### src/rtl/lc3b_mem_pkg.sv
// Shared definitions for the LC-3b memory-stage access controller:
// memory op encoding, access-controller FSM states and datapath widths.
package lc3b_mem_pkg;

    localparam int ADDR_W = 16;
    localparam int DATA_W = 16;

    typedef enum logic [1:0] {
        MEM_LDW = 2'b00,
        MEM_LDB = 2'b01,
        MEM_STW = 2'b10,
        MEM_STB = 2'b11
    } mem_op_e;

    typedef enum logic [1:0] {
        IDLE    = 2'b00,
        ISSUE   = 2'b01,
        CAPTURE = 2'b10,
        RESP    = 2'b11
    } mau_state_e;

    // Loads are the ops with a clear top encoding bit.
    function automatic logic op_is_load(input logic [1:0] op);
        return ~op[1];
    endfunction

endpackage

### src/rtl/mem_byte_lane.sv
// Combinational byte-lane steering for the memory-stage access controller.
// Load side: word pass-through or byte lane select with sign extension.
// Store side: data replication for byte stores and write-strobe generation.
// Loads never produce strobes and stores never produce load data.
module mem_byte_lane
    import lc3b_mem_pkg::*;
(
    input  logic [1:0]        op,
    input  logic              byte_sel,
    input  logic [DATA_W-1:0] store_data_in,
    input  logic [DATA_W-1:0] load_word,
    output logic [DATA_W-1:0] load_data,
    output logic [DATA_W-1:0] store_data,
    output logic              we_low,
    output logic              we_hi
);

    logic [7:0] lane;

    // Steer load/store data and strobes according to the op and the byte address bit.
    always_comb begin
        load_data  = '0;
        store_data = '0;
        we_low     = 1'b0;
        we_hi      = 1'b0;
        lane       = byte_sel ? load_word[15:8] : load_word[7:0];
        case (op)
            MEM_LDW: load_data = load_word;
            MEM_LDB: load_data = {{8{lane[7]}}, lane};
            MEM_STW: begin
                store_data = store_data_in;
                we_low     = 1'b1;
                we_hi      = 1'b1;
            end
            MEM_STB: begin
                store_data = {store_data_in[7:0], store_data_in[7:0]};
                we_hi      = byte_sel;
                we_low     = ~byte_sel;
            end
            default: begin
                load_data  = '0;
                store_data = '0;
            end
        endcase
    end

endmodule

### src/rtl/mem_access_unit.sv
// Memory-stage access controller for the LC-3b pipeline. Accepts one
// load/store at a time, drives port 2 of the shared block RAM (one-cycle
// synchronous read latency) and returns results over a valid/ready handshake.
// Optional feature macro: MEM_ALIGN_CHECK_EN -- word ops with an odd address
// make no memory access and complete with err_unaligned set.
module mem_access_unit
    import lc3b_mem_pkg::*;
(
    input  logic              clk,
    input  logic              rst_n,
    input  logic              req_valid,
    output logic              req_ready,
    input  logic [1:0]        req_op,
    input  logic [ADDR_W-1:0] req_addr,
    input  logic [DATA_W-1:0] req_wdata,
    input  logic [2:0]        req_dest,
    output logic [ADDR_W-1:0] mem_addr,
    output logic              mem_we_low,
    output logic              mem_we_hi,
    output logic [DATA_W-1:0] mem_wdata,
    input  logic [DATA_W-1:0] mem_rdata,
    output logic              resp_valid,
    input  logic              resp_ready,
    output logic [DATA_W-1:0] resp_data,
    output logic [2:0]        resp_dest,
    output logic              resp_is_load,
    output logic              err_unaligned
);

    mau_state_e        state_q, state_d;
    logic [1:0]        op_q;
    logic [ADDR_W-1:0] addr_q;
    logic [DATA_W-1:0] wdata_q;
    logic [2:0]        dest_q;
    logic [DATA_W-1:0] resp_data_q;
    logic [2:0]        resp_dest_q;
    logic              resp_is_load_q;
    logic              resp_err_q;
    logic              accept;
    logic              unaligned;
    logic [DATA_W-1:0] lane_load_data;
    logic [DATA_W-1:0] lane_store_data;
    logic              lane_we_low;
    logic              lane_we_hi;

`ifdef MEM_ALIGN_CHECK_EN
    assign unaligned = ~op_q[0] & addr_q[0];
`else
    assign unaligned = 1'b0;
`endif

    mem_byte_lane u_byte_lane (
        .op            (op_q),
        .byte_sel      (addr_q[0]),
        .store_data_in (wdata_q),
        .load_word     (mem_rdata),
        .load_data     (lane_load_data),
        .store_data    (lane_store_data),
        .we_low        (lane_we_low),
        .we_hi         (lane_we_hi)
    );

    // The memory always sees the word-aligned address of the held request.
    assign mem_addr      = {addr_q[ADDR_W-1:1], 1'b0};
    assign mem_wdata     = lane_store_data;
    assign resp_data     = resp_data_q;
    assign resp_dest     = resp_dest_q;
    assign resp_is_load  = resp_is_load_q;
    assign err_unaligned = resp_err_q;

    // State register; reset abandons any request in flight.
    always_ff @(posedge clk or negedge rst_n) begin
        if (!rst_n) state_q <= IDLE;
        else        state_q <= state_d;
    end

    // Next state, handshake and strobe decode; strobes only exist in ISSUE.
    always_comb begin
        state_d    = state_q;
        req_ready  = 1'b0;
        resp_valid = 1'b0;
        mem_we_low = 1'b0;
        mem_we_hi  = 1'b0;
        accept     = 1'b0;
        case (state_q)
            IDLE: begin
                req_ready = rst_n;
                accept    = req_valid & req_ready;
                if (accept) state_d = ISSUE;
            end
            ISSUE: begin
                mem_we_low = lane_we_low & ~unaligned;
                mem_we_hi  = lane_we_hi & ~unaligned;
                state_d    = CAPTURE;
            end
            CAPTURE: state_d = RESP;
            RESP: begin
                resp_valid = 1'b1;
                req_ready  = rst_n & resp_ready;
                accept     = req_valid & req_ready;
                if (resp_ready) state_d = accept ? ISSUE : IDLE;
            end
            default: state_d = IDLE;
        endcase
    end

    // Hold the accepted request for the ISSUE and CAPTURE cycles.
    always_ff @(posedge clk or negedge rst_n) begin
        if (!rst_n) begin
            op_q    <= 2'b00;
            addr_q  <= '0;
            wdata_q <= '0;
            dest_q  <= '0;
        end else if (accept) begin
            op_q    <= req_op;
            addr_q  <= req_addr;
            wdata_q <= req_wdata;
            dest_q  <= req_dest;
        end
    end

    // Capture the response once read data is valid; it stays put through RESP.
    always_ff @(posedge clk or negedge rst_n) begin
        if (!rst_n) begin
            resp_data_q    <= '0;
            resp_dest_q    <= '0;
            resp_is_load_q <= 1'b0;
            resp_err_q     <= 1'b0;
        end else if (state_q == CAPTURE) begin
            resp_data_q    <= (op_is_load(op_q) && !unaligned) ? lane_load_data : '0;
            resp_dest_q    <= dest_q;
            resp_is_load_q <= op_is_load(op_q);
            resp_err_q     <= unaligned;
        end
    end

endmodule

### config.mk
export PLATFORM = sky130hd
export DESIGN_NAME = mem_access_unit
export DESIGN_NICKNAME = d
export VERILOG_FILES = /design/src/rtl/lc3b_mem_pkg.sv /design/src/rtl/mem_byte_lane.sv /design/src/rtl/mem_access_unit.sv
export SDC_FILE = /design/constraint.sdc
export NUM_CORES = 1
export LEC_CHECK = 0
export ABC_AREA = 1
export CAP_MARGIN = 10
export CORE_ASPECT_RATIO = 1.2
export CORE_MARGIN = 2
export CORE_UTILIZATION = 45
export CTS_CLUSTER_SIZE = 8
export DETAILED_ROUTE_END_ITERATION = 16
export GPL_ROUTABILITY_DRIVEN = 0
export PLACE_DENSITY_LB_ADDON = 0.3
export SLEW_MARGIN = 30
export SYNTH_ARGS = -nofsm -noshare
export SYNTH_HDL_FRONTEND = slang
export SYNTH_SLANG_ARGS = --single-unit
### constraint.sdc
create_clock -name clk -period 1.81 [get_ports clk]
set_input_delay 0.2715 -clock clk [delete_from_list [all_inputs] [get_ports clk]]
set_output_delay 0.2715 -clock clk [all_outputs]
set_load 0.02 [all_outputs]
==> impl_results.md, run 1 <==
* Run status: complete, no violations
* DR iter-0 viols at 146
* Nets at 551
* Ys async rst share at 100%
* Max Clock Freq at between 500 and 600 MHz
* Final non-filler cell area at about 4500 sq um
* Worst reg2reg startpoint: state_q[1]
* Reg2reg setup slack at between 150 and 200 ps
* Pwr/cell area at 1730 nW/um^2
* Core Footprint at 6850 sq um
* Pleak at 2.28 nW
* Commonest non-fill, non-tap cell in the layout: nand2_1
* Maximum vdd drop at 783 uV
* Aggregate global-route resource usage at a little over a fifth
* Drc violations at 0
* Layout area overhead at 41.4%
* Clock Path Buffers at 2
* Max FO, Critical Path at 5
* Critical path buffers and inverters at 2
* Post-CTS Setup Inserts at 0
* DR WL/cell at 13.4 um
* Pins Over Slew Limit at 0
* Setup TNS at 0 ps
* Met3 usage at 2.91%
* Post-Syn Area per Cell at 8.70 sq um
* Worst setup SP type: flop
* Final setup violation count at 0
* Register bit total from synthesis at just under 60
* CP peak stage delay at 380 ps
* Worst-Skew Late Latency at 330 ps
* Port bufs at 111
* CP top delay family: buffers and inverters
* H-tree depth at 3
* Die area at around 7800 sq um
* M2 GR Usage at 35.2%
* R2R depth at 7
* HPWL Detailed at between 5000 and 6000 um
* Num CTS Buffers at 9
* Yosys cell types at 23
* RSZ-0062 raised after global routing: false
* Post-synth top flop: dfrtp_1
* Post-synth top area share at 46.2%
* Yosys Warn Count at 0
* Clock Sinks at 59
* Met1 Use GR at 26.6%
* Initial Util at between 40 and 50%
* Root Buffer: clkbuf_8
* PnR worst setup slack at 95.3 ps
* Critical Path RT at 1540 ps
* Maxcap violations at 0
* RR Endpoint: addr_q[13]
* First-pass GRT wire length at 12,500 um
* Worst slew margin at 50.1%
* Worst path arrival time at 1440 ps
* Clock Pin Slew Worst Setup and Hold Paths at 70 ps
* Layout fillers at about 600
* Slowest stage cell, crit path: dfrtp_1
* Commonest cells after routing, fill and taps aside: 141 x nand2_1, 90 x clkdlybuf4s50_1, 59 x dfrtp_1
* First-pass iteration count of the detailed router at 4
* Final Critical Period at 1710 ps
* Vias at 2,804
* Fin util at 65.9%
* Hold_buf cts at 0
* Slew @ Worst Pin at 748 ps
* Initial antenna violation count at 0
* Fin crit share at 94.7%
* Ranking of synthesized cells by area: dfrtp_1 46%, nand2_1 17%, nand3_2 9.4%
* N_diodes at 0
* WS Path Type: flop to output port
* Rows at 33
* Worst hold path type: input port to async pin
* DP Worst Slack at -45.7 ps
* Post-Place Cell Area at approximately 4300 sq um
* Post-Syn Instances at ~370
* Sequential cell area fraction in the yosys report at a little under half
* Vias in the first global route at roughly 2,700
* Mapped cell area at approximately 3200 sq um
* Share of cells above drive strength 1 at around 18%
* Yosys top cell by area: dfrtp_1
* CTS tree: built
* Vias per cell at 4.83
* Most used routing layer: met2
* Largest net degree at the start of global routing at just over 60
* Post-synth EDFFs at 0
* Crit end category: output port
* Post-Route WL at 7800 um
* Total Power at approximately 0.008 W
* # IOs at 114
* Final ANT Viol Nets at 0
* Die W at 80.9 um
* Chip Height at 96.3 um
* CP cell instances: buf_4, ha_1, dlygate4sd2_1
* Congestion Overflow GR at 0
* Clock skew at 10.7 ps
* Hold Violations, Final at 0
==> cells by family (layout without fill, tap and decap cells) <==
group / count (synthesis) / count (layout) / share of synthesized area [%]
compound gates: 36 / 36 / 6.78
fa+ha+maj: 6 / 6 / 2.35
buf+inv: 41 / 166 / 10.1
flops: 59 / 59 / 46.2
other cells: 1 / 2 / 0.117
simple gates: 224 / 224 / 34.4
==> worst max path at each step <==
stage | from | end | slack (ps) | cells after the start
after floorplan | state_q[0] | req_ready | 250 | 5
after global placement | state_q[1] | req_ready | -20 | 6
after detailed placement | state_q[1] | req_ready | -50 | 6
after CTS | state_q[1] | mem_we_low | 20 | 5
after global routing | op_q[1] | mem_wdata[13] | 0.5 | 4
final | state_q[0] | resp_valid | 100 | 3
==> layout make-up <==
class	instances	area, sq um	share of cell area (%)
timing repair buffer	132	1250	27.8
multi-input combinational	268	1400	30.9
clock inverter	5	77.6	1.72
tap	87	109	2.41
inverter	18	70.1	1.55
sequential	59	1480	32.7
clock buffer	11	131	2.91
==> what timing repair did <==
item | CTS | global route
endpoints found under the setup margin | 20 | 3
hold endpoints to repair | 0 | 0
cloned | 0 | 0
gates resized for setup | 28 | 4
==> stage by stage <==
step | cells | hold slack, ps
global route | 580 | 231
finish | 580 | 158
CTS | 580 | 179
floorplan | 368 | -24.1
global placement | 564 | 453
detailed placement | 564 | 459
==> state kept, by name, indices dropped and copies added, names as in the netlist <==
name          cells
addr_q           16
resp_dest         3
resp_is_load      1
resp_data        16
state_q           2
dest_q            3
wdata_q          16
op_q              2
==> cell usage after synthesis (2+ instances only) <==
cell type / n
inv_1: 15
nand2_2: 3
nor2_1: 20
buf_4: 4
nand2_4: 2
nand3_1: 26
dfrtp_1: 59
a21oi_2: 9
o21ai_0: 4
nor2_4: 2
buf_2: 7
nand3_2: 30
a21oi_1: 22
buf_12: 7
ha_1: 6
nand2_1: 141
buf_6: 4
==> power by group <==
| group | switching [W] | internal [W] |
|---|---|---|
| combinational | 0.00248 | 0.00176 |
| clock | 0.000510 | 0.000771 |
| sequential | 0.000359 | 0.00193 |
| total | 0.00334 | 0.00446 |
==> layer usage <==
layer | share of wire, % | vias to the layer above | wire [um]
met2 | 51 | 84 | 3980
li1 | - | 1408 | -
met5 | 0 | - | 0
met4 | 1.1 | 0 | 86
met1 | 43 | 1306 | 3360
met3 | 4.7 | 6 | 370
No activity file was read; power rests on OpenSTA's default activity.
==> inputs of run 2 (changes only) <==
--- a/config.mk
+++ b/config.mk
@@ -6,9 +6,9 @@
 export NUM_CORES = 1
 export LEC_CHECK = 0
 export ABC_AREA = 1
+export ABC_CLOCK_PERIOD_IN_PS = 1810
 export CAP_MARGIN = 10
-export CORE_ASPECT_RATIO = 1.2
-export CORE_MARGIN = 2
+export CORE_ASPECT_RATIO = 0.7
 export CORE_UTILIZATION = 45
 export CTS_CLUSTER_SIZE = 8
 export DETAILED_ROUTE_END_ITERATION = 16
==> run 2 against run 1 <==
  * Register-to-register slack lost 40 ps
  * Wire length is 5.7% higher
  * Non-clock buffer count down 2
  * Power is 0.59% higher
  * Clock-buffer cell count rose by 1
  * Largest cell class unchanged
  * Setup slack worse by 23 ps
  * Cell count grew 0.86%
  * Hold slack got worse by 8.9 ps
  * Global-route usage grew 2.8 points
  * Via count rose by 2.1%
  * Sequential share of layout area shrank 0.072 points
  * Highest routed layer unchanged
==> impl_results.md, run 2 (synthesis results as in run 1) <==
* Fin crit share at 96.0% (was 94.7%)
* Worst hold path type: input port to async pin (unchanged)
* Critical Path RT at 1540 ps (about the same)
* Commonest cells after routing, fill and taps aside: 141 x nand2_1, 90 x clkdlybuf4s50_1, 59 x dfrtp_1 (unchanged)
* Port bufs at 111 (unchanged)
* Reg2reg setup slack at 150 ps (was 190 ps)
* Nets at 549 (was 551)
* DR WL/cell at 14.1 um (was 13.4 um)
* Fin util at 66.4% (was 65.9%)
* Layout area overhead at 41.7% (was 41.4%)
* Switch share at 44.0% (was 42.8%)
* Clock Sinks at 59 (unchanged)
* RR Endpoint: dest_q[0] (was addr_q[13])
* Die W at 103 um (was 80.9 um)
* H-tree depth at 3 (unchanged)
* Gate power share at 55.7% (was 54.3%)
* Pins Over Slew Limit at 0 (unchanged)
* Commonest non-fill, non-tap cell in the layout: nand2_1 (unchanged)
* # IOs at 114 (unchanged)
* Worst-Skew Late Latency at 340 ps (was 330 ps)
* Post-Route WL at 8240 um (was 7800 um)
* Pleak at 2.26 nW (was 2.28 nW)
* Largest net degree at the start of global routing at 61 (unchanged)
* Num CTS Buffers at 9 (unchanged)
* P_sw at 0.00345 W (was 0.00334 W)
* Crit end category: output port (unchanged)
* Setup TNS at 0 ps (unchanged)
* Vias at 2,863 (was 2,804)
* Worst setup SP type: flop (unchanged)
* Max Clock Freq at 575 MHz (was 583 MHz)
* Total Power at 0.00785 W (was 0.00781 W)
* DR iter-0 viols at 162 (was 146)
* Initial antenna violation count at 0 (unchanged)
* Hold Violations, Final at 0 (unchanged)
* Fin cells at 585 (was 580)
* Internal power at 0.00440 W (was 0.00446 W)
* Pwr/cell area at 1730 nW/um^2 (about the same)
* HPWL Detailed at 5880 um (was 5490 um)
* Slew @ Worst Pin at 756 ps (was 748 ps)
* Worst path arrival time at 1470 ps (was 1440 ps)
* Congestion Overflow GR at 0 (unchanged)
* First-pass iteration count of the detailed router at 4 (unchanged)
* Clock Pin Slew Worst Setup and Hold Paths at 70 ps (about the same)
* Post-CTS Setup Inserts at 0 (unchanged)
* Final setup violation count at 0 (unchanged)
* WS Path Type: flop to output port (unchanged)
* Chip Height at 72.5 um (was 96.3 um)
* PnR worst setup slack at 71.9 ps (was 95.3 ps)
* CTS tree: built (unchanged)
* Aggregate global-route resource usage at 23.8% (was 21.0%)
* R2R depth at 7 (unchanged)
* RSZ-0062 raised after global routing: false (unchanged)
* DP Worst Slack at -57.5 ps (was -45.7 ps)
* Worst slew margin at 49.6% (was 50.1%)
* Vias per cell at 4.89 (was 4.83)
* Die area at 7440 sq um (was 7790 sq um)
* Maxcap violations at 0 (unchanged)
* Maximum vdd drop at 777 uV (was 783 uV)
* Run status: complete, no violations (unchanged)
* Dpl cells at 569 (was 564)
* Drc violations at 0 (unchanged)
* Share of cells above drive strength 1 at 18.1% (about the same)
* Clock skew at 12.6 ps (was 10.7 ps)
* Final Critical Period at 1740 ps (was 1710 ps)
* Clock Power Share at 15.2% (was 16.4%)
* Core Footprint at 6820 sq um (was 6850 sq um)
* Reg power frac at 29.1% (was 29.3%)
* Rows at 25 (was 33)
* N_diodes at 0 (unchanged)
* Final ANT Viol Nets at 0 (unchanged)
* Worst reg2reg startpoint: state_q[0] (was state_q[1])
* Root Buffer: clkbuf_8 (unchanged)
* First-pass GRT wire length at 13,300 um (was 12,500 um)
* Max FO, Critical Path at 28 (was 5)
* Clock Path Buffers at 2 (unchanged)
* Vias in the first global route at 2,744 (was 2,730)
* Initial Util at 46.8% (was 46.6%)
## run 2: critical path, cell delays in order (launching register included)
cell,delay (ps)
dfrtp_1,420
buf_12,200
nand3_1,90
nand2_1,90
dlygate4sd2_1,330
## run 2: power by group through the flow
| stage | registers (W) | clock network (W) | logic [W] |
|---|---|---|---|
| 2_1_floorplan | 0.00271 | 0 | 0.00239 |
| 3_3_place_gp | 0.00227 | 0 | 0.00433 |
| 3_5_place_dp | 0.00228 | 0 | 0.00445 |
| 4_1_cts | 0.00228 | 0.00122 | 0.00436 |
| 5_1_grt | 0.00236 | 0.00128 | 0.00480 |
| 6_report | 0.00228 | 0.00119 | 0.00438 |
## run 2: repair_timing
item	4_1_cts	5_1_grt
setup endpoints to repair	20	5
pin swaps	0	0
hold buffers	0	0
resized for setup	29	6
## run 2: how the worst max path moves through the flow
stage / from / to / slack, ps / cells after the start
2_1_floorplan: state_q[0] / req_ready / 250 / 5
3_3_place_gp: resp_ready / req_ready / -20 / 4
3_5_place_dp: state_q[1] / req_ready / -60 / 6
4_1_cts: state_q[1] / req_ready / 10 / 6
5_1_grt: state_q[1] / mem_we_low / 2 / 6
6_report: op_q[1] / mem_wdata[12] / 70 / 4
## run 2: area by class of cell
type	instances	area [sq um]
clock buffer	12	145
clock inverter	4	50.0
tap	94	118
multi-input combinational	268	1410
sequential	59	1480
timing repair buffer	130	1250
inverter	18	70.1
fill	576	2290
## run 2: per-stage QoR
| step | cell area (sq um) | hold WS (ps) |
|---|---|---|
| after floorplan | 3200 | -24.1 |
| final | 4530 | 149 |
| after detailed placement | 4350 | 459 |
| after global placement | 4350 | 453 |
| after CTS | 4510 | 162 |
| after global routing | 4530 | 200 |
## run 2: metal layers
| layer | GRT usage, % | routed length (um) | share of wire, % |
|---|---|---|---|
| met1 | 31.6 | 3670 | 44 |
| met2 | 35.9 | 3770 | 46 |
| met3 | 9.15 | 720 | 8.7 |
| met4 | 7.14 | 90 | 1.1 |
| met5 | 0 | 0 | 0 |
